==> src/rtl/audio_filter_scheduler_pkg.sv <==
// rtl/audio_filter_scheduler_pkg.sv - shared constants and types for the audio filter scheduler
// Purpose: stage count, stage-to-tick-rate map and FSM state encoding used by the
//          scheduler top and its round-robin arbiter.
// Ports:   none (package).
package audio_filt_pkg;

   localparam int NSTAGE = 4;

   typedef enum logic [1:0] {
      ST_IDLE  = 2'd0,
      ST_ISSUE = 2'd1,
      ST_WAIT  = 2'd2
   } fsm_state_e;

   typedef enum logic {
      RATE_MID  = 1'b0,
      RATE_SLOW = 1'b1
   } rate_e;

   // Stages 0,1 run at the mid rate, stages 2,3 at the slow rate.
   function automatic rate_e stage_rate(input int st);
      return (st < 2) ? RATE_MID : RATE_SLOW;
   endfunction

endpackage

==> src/rtl/audio_filter_scheduler_if.sv <==
// rtl/audio_filter_scheduler_if.sv - job handshake between scheduler and shared filter engine
// Purpose: groups the start/done handshake and job operands/results.
// Ports (master = scheduler side):
//   eng_start  out  1-cycle job start strobe
//   eng_ch     out  job channel, held from ISSUE through WAIT
//   eng_stage  out  job stage, held
//   eng_x      out  job input sample, held
//   eng_s      out  job stored state, held
//   eng_done   in   result valid, 1 cycle
//   eng_y      in   engine output sample, valid with eng_done
//   eng_s_nxt  in   engine next state, valid with eng_done
interface audio_filter_scheduler_if #(
   parameter int W = 12
) ();
   logic         eng_start;
   logic [1:0]   eng_ch;
   logic [1:0]   eng_stage;
   logic [W-1:0] eng_x;
   logic [W-1:0] eng_s;
   logic         eng_done;
   logic [W-1:0] eng_y;
   logic [W-1:0] eng_s_nxt;

   modport master (
      output eng_start, eng_ch, eng_stage, eng_x, eng_s,
      input  eng_done, eng_y, eng_s_nxt
   );

   modport slave (
      input  eng_start, eng_ch, eng_stage, eng_x, eng_s,
      output eng_done, eng_y, eng_s_nxt
   );
endinterface

==> src/rtl/audio_filter_scheduler_rr_arbiter.sv <==
// rtl/audio_filter_scheduler_rr_arbiter.sv - combinational round-robin arbiter
// Purpose: grants the first requester at or after ptr_i, wrapping around.
// Ports:
//   req_i  in   N-wide request vector
//   ptr_i  in   round-robin start position
//   gnt_o  out  one-hot grant (all zero when no request)
module audio_rr_arbiter #(
   parameter int N  = 3,
   parameter int PW = 2
) (
   input  logic [N-1:0]  req_i,
   input  logic [PW-1:0] ptr_i,
   output logic [N-1:0]  gnt_o
);

   logic [N-1:0] below_ptr;
   logic [N-1:0] hi_req;

   // Requests at or above the pointer win first; otherwise wrap to the lowest request.
   // x & (~x + 1) isolates the lowest set bit.
   always_comb begin
      below_ptr = (N'(1) << ptr_i) - N'(1);
      hi_req    = req_i & ~below_ptr;
      if (|hi_req) begin
         gnt_o = hi_req & (~hi_req + N'(1));
      end else begin
         gnt_o = req_i & (~req_i + N'(1));
      end
   end

endmodule

==> src/rtl/audio_filter_scheduler.sv <==
// rtl/audio_filter_scheduler.sv - time-multiplexes one low-pass engine over NCH channels x 4 stages
// Purpose: generates mid/slow rate ticks, keeps per-(channel,stage) pending bits, picks
//          jobs round-robin across channels (highest pending stage first) and runs a
//          start/done handshake with the shared engine. Holds y and state storage.
// Ports:
//   clk_27m    in   system clock
//   reset      in   asynchronous active-high reset
//   ch_in      in   per-channel input samples, ch0 in LSBs
//   ch_out     out  per-channel stage-3 outputs
//   out_valid  out  1-cycle pulse per channel on stage-3 writeback
//   eng        --   engine handshake (master side)
//   ovr_clr    in   clears overrun flags
//   overrun    out  sticky per-channel overrun
//   err_tmo    out  sticky engine timeout, cleared only by reset
module audio_filter_scheduler
   import audio_filt_pkg::*;
#(
   parameter int NCH      = 3,
   parameter int W        = 12,
   parameter int DIV_MID  = 27,
   parameter int DIV_SLOW = 270,
   parameter int TIMEOUT  = 16
) (
   input  logic                     clk_27m,
   input  logic                     reset,
   input  logic [NCH*W-1:0]         ch_in,
   output logic [NCH*W-1:0]         ch_out,
   output logic [NCH-1:0]           out_valid,
   audio_filter_scheduler_if.master eng,
   input  logic                     ovr_clr,
   output logic [NCH-1:0]           overrun,
   output logic                     err_tmo
);

   localparam int MW = $clog2(DIV_MID);
   localparam int SW = $clog2(DIV_SLOW);
   localparam int TW = $clog2(TIMEOUT);
   localparam int PW = (NCH > 1) ? $clog2(NCH) : 1;
   localparam logic [MW-1:0] MID_LAST  = MW'(DIV_MID - 1);
   localparam logic [SW-1:0] SLOW_LAST = SW'(DIV_SLOW - 1);
   localparam logic [TW-1:0] TMO_LAST  = TW'(TIMEOUT - 1);

   fsm_state_e state_q, state_d;

   logic [MW-1:0] mid_cnt_q, mid_cnt_d;
   logic [SW-1:0] slow_cnt_q, slow_cnt_d;
   logic          tick_mid, tick_slow;

   logic [NCH-1:0][NSTAGE-1:0] pend_q, pend_d;
   logic [NCH-1:0] ovr_q, ovr_d;
   logic [NCH-1:0] oval_q, oval_d;
   logic           tmo_q, tmo_d;
   logic [PW-1:0]  rr_q, rr_d;
   logic [TW-1:0]  timer_q, timer_d;

   logic [1:0]     job_ch_q, job_ch_d;
   logic [1:0]     job_stage_q, job_stage_d;
   logic [W-1:0]   job_x_q, job_x_d;
   logic [W-1:0]   job_s_q, job_s_d;

   logic [W-1:0]   ystore_q [NCH][NSTAGE];
   logic [W-1:0]   ystore_d [NCH][NSTAGE];
   logic [W-1:0]   sstore_q [NCH][NSTAGE];
   logic [W-1:0]   sstore_d [NCH][NSTAGE];

   logic [NCH-1:0] req, gnt;
   logic [1:0]     gnt_ch, sel_stage;
   logic [W-1:0]   sel_x, sel_s;
   logic           any_req;

   logic           start_o, grant_en, wb_en, tmo_hit;

   assign tick_mid  = (mid_cnt_q == MID_LAST);
   assign tick_slow = (slow_cnt_q == SLOW_LAST);

   always_comb begin
      for (int i = 0; i < NCH; i++) begin
         req[i] = |pend_q[i];
      end
   end
   assign any_req = |req;

   audio_rr_arbiter #(.N(NCH), .PW(PW)) u_arb (
      .req_i (req),
      .ptr_i (rr_q),
      .gnt_o (gnt)
   );

   // Within the granted channel the highest pending stage goes first, so each stage
   // consumes its predecessor's value from before the current tick.
   always_comb begin
      gnt_ch    = '0;
      sel_stage = '0;
      sel_x     = '0;
      sel_s     = '0;
      for (int i = 0; i < NCH; i++) begin
         if (gnt[i]) begin
            gnt_ch = 2'(i);
            for (int k = 0; k < NSTAGE; k++) begin
               if (pend_q[i][k]) sel_stage = 2'(k);
            end
         end
      end
      for (int i = 0; i < NCH; i++) begin
         for (int k = 0; k < NSTAGE; k++) begin
            if (gnt[i] && sel_stage == 2'(k)) begin
               if (k == 0) sel_x = ch_in[i*W +: W];
               else        sel_x = ystore_q[i][(k == 0) ? 0 : k - 1];
               sel_s = sstore_q[i][k];
            end
         end
      end
   end

   // FSM: state register
   always_ff @(posedge clk_27m or posedge reset) begin
      if (reset) state_q <= ST_IDLE;
      else       state_q <= state_d;
   end

   // FSM: next state
   always_comb begin
      state_d = state_q;
      case (state_q)
         ST_IDLE:  if (any_req) state_d = ST_ISSUE;
         ST_ISSUE: state_d = ST_WAIT;
         ST_WAIT:  if (eng.eng_done || timer_q == TMO_LAST) state_d = ST_IDLE;
         default:  state_d = ST_IDLE;
      endcase
   end

   // FSM: outputs. eng_done outside WAIT (including a late done of an aborted job) is ignored.
   always_comb begin
      start_o  = (state_q == ST_ISSUE);
      grant_en = (state_q == ST_IDLE) && any_req;
      wb_en    = (state_q == ST_WAIT) && eng.eng_done;
      tmo_hit  = (state_q == ST_WAIT) && !eng.eng_done && (timer_q == TMO_LAST);
   end

   always_comb begin
      mid_cnt_d  = tick_mid  ? '0 : mid_cnt_q + MW'(1);
      slow_cnt_d = tick_slow ? '0 : slow_cnt_q + SW'(1);

      pend_d = pend_q;
      ovr_d  = ovr_clr ? '0 : ovr_q;
      rr_d   = rr_q;
      job_ch_d    = job_ch_q;
      job_stage_d = job_stage_q;
      job_x_d     = job_x_q;
      job_s_d     = job_s_q;

      if (grant_en) begin
         job_ch_d    = gnt_ch;
         job_stage_d = sel_stage;
         job_x_d     = sel_x;
         job_s_d     = sel_s;
         rr_d        = (gnt_ch == 2'(NCH - 1)) ? '0 : PW'(gnt_ch + 2'd1);
         for (int i = 0; i < NCH; i++) begin
            for (int k = 0; k < NSTAGE; k++) begin
               if (gnt[i] && sel_stage == 2'(k)) pend_d[i][k] = 1'b0;
            end
         end
      end

      // A tick on a bit that is still waiting (and not being issued right now) merges
      // into the existing job and flags overrun; setting beats a simultaneous clear.
      for (int i = 0; i < NCH; i++) begin
         for (int k = 0; k < NSTAGE; k++) begin
            if ((stage_rate(k) == RATE_MID && tick_mid) ||
                (stage_rate(k) == RATE_SLOW && tick_slow)) begin
               if (pend_d[i][k]) ovr_d[i] = 1'b1;
               pend_d[i][k] = 1'b1;
            end
         end
      end

      timer_d = timer_q;
      if (state_q == ST_ISSUE)     timer_d = '0;
      else if (state_q == ST_WAIT) timer_d = timer_q + TW'(1);

      ystore_d = ystore_q;
      sstore_d = sstore_q;
      oval_d   = '0;
      if (wb_en) begin
         for (int i = 0; i < NCH; i++) begin
            for (int k = 0; k < NSTAGE; k++) begin
               if (job_ch_q == 2'(i) && job_stage_q == 2'(k)) begin
                  ystore_d[i][k] = eng.eng_y;
                  sstore_d[i][k] = eng.eng_s_nxt;
                  if (k == NSTAGE - 1) oval_d[i] = 1'b1;
               end
            end
         end
      end

      tmo_d = tmo_q | tmo_hit;
   end

   always_ff @(posedge clk_27m or posedge reset) begin
      if (reset) begin
         mid_cnt_q   <= '0;
         slow_cnt_q  <= '0;
         pend_q      <= '0;
         ovr_q       <= '0;
         oval_q      <= '0;
         tmo_q       <= 1'b0;
         rr_q        <= '0;
         timer_q     <= '0;
         job_ch_q    <= '0;
         job_stage_q <= '0;
         job_x_q     <= '0;
         job_s_q     <= '0;
         ystore_q    <= '{default: '0};
         sstore_q    <= '{default: '0};
      end else begin
         mid_cnt_q   <= mid_cnt_d;
         slow_cnt_q  <= slow_cnt_d;
         pend_q      <= pend_d;
         ovr_q       <= ovr_d;
         oval_q      <= oval_d;
         tmo_q       <= tmo_d;
         rr_q        <= rr_d;
         timer_q     <= timer_d;
         job_ch_q    <= job_ch_d;
         job_stage_q <= job_stage_d;
         job_x_q     <= job_x_d;
         job_s_q     <= job_s_d;
         ystore_q    <= ystore_d;
         sstore_q    <= sstore_d;
      end
   end

   assign eng.eng_start = start_o;
   assign eng.eng_ch    = job_ch_q;
   assign eng.eng_stage = job_stage_q;
   assign eng.eng_x     = job_x_q;
   assign eng.eng_s     = job_s_q;

   always_comb begin
      for (int i = 0; i < NCH; i++) begin
         ch_out[i*W +: W] = ystore_q[i][NSTAGE-1];
      end
   end
   assign out_valid = oval_q;
   assign overrun   = ovr_q;
   assign err_tmo   = tmo_q;

endmodule

==> src/flat_wrapper.sv <==
// flat-port wrapper written by rule: the top's interface ports become plain ports
module audio_filter_scheduler_flat import audio_filt_pkg::*;
#(
   parameter int NCH      = 3,
   parameter int W        = 12,
   parameter int DIV_MID  = 27,
   parameter int DIV_SLOW = 270,
   parameter int TIMEOUT  = 16
)
  (clk_27m, reset, ch_in, ch_out, out_valid, ovr_clr, overrun, err_tmo, eng_eng_start, eng_eng_ch, eng_eng_stage, eng_eng_x, eng_eng_s, eng_eng_done, eng_eng_y, eng_eng_s_nxt);
  audio_filter_scheduler_if #(.W(W)) eng_i ();
  input  logic clk_27m;
  input  logic reset;
  input  logic [NCH*W-1:0] ch_in;
  output logic [NCH*W-1:0] ch_out;
  output logic [NCH-1:0] out_valid;
  input  logic ovr_clr;
  output logic [NCH-1:0] overrun;
  output logic err_tmo;
  output wire logic [$bits(eng_i.eng_start)-1:0] eng_eng_start;
  output wire logic [$bits(eng_i.eng_ch)-1:0] eng_eng_ch;
  output wire logic [$bits(eng_i.eng_stage)-1:0] eng_eng_stage;
  output wire logic [$bits(eng_i.eng_x)-1:0] eng_eng_x;
  output wire logic [$bits(eng_i.eng_s)-1:0] eng_eng_s;
  input wire logic [$bits(eng_i.eng_done)-1:0] eng_eng_done;
  input wire logic [$bits(eng_i.eng_y)-1:0] eng_eng_y;
  input wire logic [$bits(eng_i.eng_s_nxt)-1:0] eng_eng_s_nxt;
  assign eng_eng_start = eng_i.eng_start;
  assign eng_eng_ch = eng_i.eng_ch;
  assign eng_eng_stage = eng_i.eng_stage;
  assign eng_eng_x = eng_i.eng_x;
  assign eng_eng_s = eng_i.eng_s;
  assign eng_i.eng_done = eng_eng_done;
  assign eng_i.eng_y = eng_eng_y;
  assign eng_i.eng_s_nxt = eng_eng_s_nxt;
  audio_filter_scheduler #(.NCH(NCH), .W(W), .DIV_MID(DIV_MID), .DIV_SLOW(DIV_SLOW), .TIMEOUT(TIMEOUT)) u_core (.clk_27m(clk_27m), .reset(reset), .ch_in(ch_in), .ch_out(ch_out), .out_valid(out_valid), .eng(eng_i), .ovr_clr(ovr_clr), .overrun(overrun), .err_tmo(err_tmo));
endmodule
==> config.mk <==
export PLATFORM = sky130hd
export DESIGN_NAME = audio_filter_scheduler_flat
export DESIGN_NICKNAME = d
export VERILOG_FILES = /design/src/rtl/audio_filter_scheduler_pkg.sv /design/src/rtl/audio_filter_scheduler_if.sv /design/src/rtl/audio_filter_scheduler_rr_arbiter.sv /design/src/rtl/audio_filter_scheduler.sv /design/src/flat_wrapper.sv
export SDC_FILE = /design/constraint.sdc
export NUM_CORES = 1
export LEC_CHECK = 0
export CAP_MARGIN = 20
export CORE_UTILIZATION = 30
export CTS_CLUSTER_DIAMETER = 40
export CTS_CLUSTER_SIZE = 10
export DETAILED_ROUTE_END_ITERATION = 16
export PLACE_DENSITY_LB_ADDON = 0.12
export SYNTH_ARGS = -nofsm -noshare
export SYNTH_HDL_FRONTEND = slang
export SYNTH_HIERARCHICAL = 1
export SYNTH_SLANG_ARGS = --single-unit
==> constraint.sdc <==
create_clock -name clk_27m -period 29.2 [get_ports clk_27m]
set_input_delay 2.92 -clock clk_27m [delete_from_list [all_inputs] [get_ports clk_27m]]
set_output_delay 2.92 -clock clk_27m [all_outputs]
set_load 0.02 [all_outputs]
==> metrics.txt <==
syn nets 1448; Worst setup EP type flip-flop; layout cells sized above 1 32.6%; Synth Instances 1376; clock group share of total power 37.5%; DRT iter0 DRCs 623; met3 Use GR 3.52%; DP Worst Slack 23.51 ns; fillers 5292; Worst EP arrival 5.52 ns; fmax 0.198 GHz; pin count of the biggest net entering global routing 143; Hold Buf Count CTS 0; Final Instance Area 21100 um^2; CORE AREA 55200 um^2; dpl cells 2141; die width 238 um; CTS tree yes; flop-to-flop setup slack 24.16 ns; ys flop type dfrtp_1; Area after DPL 18600 um^2; post-synth top area cell dfrtp_1; yosys warns 6; gpl congestion 0.719; TNS Setup 0 ns; HPWL Detailed 30.5 mm; Worst-Margin Slew 0.944 ns; cell row count 86; crit share post-route 17.3%; Yosys reg bits 356; drt drc 0; GR Util met1 25.7%; unrepaired setup endpoints after global routing false; Slew HR 36.9%; crit path max fanout 43; PortBufs 135; initial antenna violation count 1; Yosys top cell area share 53.1%; Internal 1470 uW; CTS root buffer clkbuf_16; Max-cap violations 0; Post-Layout Cell Count 2269; commonest non-fill, non-tap cell in the layout dfrtp_1; HP Class flip-flop to flip-flop; Mapped Area 16800 um^2; Power Dens Cells 106 nW/um^2; maximum clock insertion buffer count 3; worst hold margin 0.470 ns; total grt overflow 0; worst hold stages 1; Die Ht 238 um; area grow syn2layout 25.6%; worst r2r src u_core/pend_q[7]; Final min period 5.04 ns; Final Max Tran Viols 0; Setup CP Type flip-flop to flip-flop; worst reg2reg path depth 11; latest clock arrival within the worst-skew pair 0.60 ns; final hold vios 0; P_sw 766 uW; hold path endpoint u_core/err_tmo; ranking of synthesized cells by area dfrtp_1 53%, mux2_2 19%, mux2i_1 2.4%; Switching Fraction 34.3%; sequential power share 31.4%; Comb pwr share 31.1%; Setup crit start kind flip-flop; GR Util met2 28.8%; Req. time, crit path 29.67 ns; worst vdd ir 0.0480 mV; gr busiest metal met2; Final WS setup 24.16 ns; first-pass GRT wire length 77.4 mm; Clock Skew 0.0265 ns; synth unique cells 73; Reg-to-Reg End u_core/eng.eng_x[10]; Lkg Pwr 0.00945 uW; Syn Area/Cell 12.2 um^2; Diodes inserted 0; htree depth 3; router iterations before antenna repair 5; hold path start u_core/err_tmo; WL/cell 22.4 um; clock slew at reported path FFs 0.05 ns; Resized Gates After CTS 0; Initial Util 30.4%; Post-synth EDFFs 0; IO Pins 136; most frequent cells in the layout 356 x dfrtp_1, 288 x mux2_2, 135 x clkdlybuf4s50_1, 108 x nand2_1, 69 x clkbuf_16; vias in the first global route 12000; drt total wl 50.9 mm; TritonCTS Buffers 69; Via density 5.08; Final Setup Violations 0; outcome finished clean; die area 56800 um^2; post-route ant nets 0; Setup Fix Bufs, Post-CTS 0; All-Layer GR Usage 18.3%; sequential area share after synthesis 53.1%; clk sinks 356; vias post-DR 11500; FFs w/ async S/R, synth 100%; # nets final 1537
[per-stage QoR]
step | total power, uW | utilization [%]
after floorplan | 1160 | -
after detailed placement | 1410 | 33.6
after global placement | 1390 | 33.5
final | 2240 | 38.2
after CTS | 2260 | 38.1
after global routing | 2360 | 38.2
[cell type report]
type | count | area [um^2] | share of cell area [%]
Tap cell | 748 | 936 | 4.44
Sequential cell | 356 | 8910 | 42.3
Clock inverter | 44 | 601 | 2.85
Clock buffer | 83 | 1880 | 8.92
Timing Repair Buffer | 163 | 1630 | 7.73
Multi-Input combinational cell | 861 | 7050 | 33.5
Inverter | 14 | 60.1 | 0.285
[how the worst max path moves through the flow]
stage / to / cells past startpoint / from / slack [ns]
2_1_floorplan: u_core/ch_out[0] / 1 / reset / 16.40
3_3_place_gp: u_core/eng.eng_x[7] / 4 / reset / 23.50
3_5_place_dp: u_core/ystore_q[31] / 4 / reset / 23.51
4_1_cts: u_core/eng.eng_x[10] / 11 / u_core/pend_q[7] / 24.07
5_1_grt: u_core/eng.eng_x[4] / 4 / reset / 23.86
6_report: u_core/eng.eng_x[10] / 11 / u_core/pend_q[7] / 24.16
[critical path, stage by stage (launching register included)]
cell       delay [ns]
dfrtp_1          0.47
or4_4            0.61
nor3b_1          0.22
o31a_1           0.62
o21ai_1          0.27
o2111ai_2        0.20
and3_2           0.54
buf_4            0.65
nand3_2          0.68
o22a_1           0.43
nand4_1          0.13
a21oi_2          0.06
[synthesized netlist by cell type, types with 17 or more instances]
cell type    n
dfrtp_1    356
mux2_2     288
nand2_1    108
clkbuf_1    64
nand3_1     47
buf_4       45
a21oi_1     41
mux2i_1     41
o22a_1      37
nor2_1      31
o221ai_1    28
buf_2       27
nand4_1     25
o21ai_0     25
a211oi_1    22
o21ai_1     17
[routing by layer]
layer | up-vias | part of all wire [%]
li1 | 5190 | -
met1 | 6032 | 48
met2 | 226 | 46
met3 | 70 | 3.5
met4 | 2 | 1.9
met5 | - | 0.026
[power by group through the flow]
stage / Sequential, uW / Combinational, uW / Clock [uW]
floorplan: 706 / 454 / 0
global placement: 705 / 688 / 0
CTS: 702 / 704 / 859
global route: 720 / 753 / 882
detailed placement: 709 / 701 / 0
finish: 702 / 695 / 839
[flip-flops by register name, indices dropped and copies added (netlist names), 3 cells and up]
| signal | count |
|---|---|
| u_core/sstore_q | 144 |
| u_core/ystore_q | 108 |
| u_core/ch_out | 36 |
| u_core/eng.eng_s | 12 |
| u_core/eng.eng_x | 12 |
| u_core/pend_q | 12 |
| u_core/slow_cnt_q | 9 |
| u_core/mid_cnt_q | 5 |
| u_core/timer_q | 4 |
| u_core/out_valid | 3 |
| u_core/overrun | 3 |
[logic make-up (layout without fill, tap and decap cells)]
group	Yosys count	after routing	synth area share, %
DFF	356	356	53.1
muxes	329	329	21.8
and+or+nand+nor	272	272	8.09
AOI/OAI and AO/OA	242	242	10.6
buffers and inverters	159	304	5.25
xor gates and xnor gates	10	10	0.522
adders and majority gates	8	8	0.597
No activity file was read; power rests on OpenSTA's default activity.
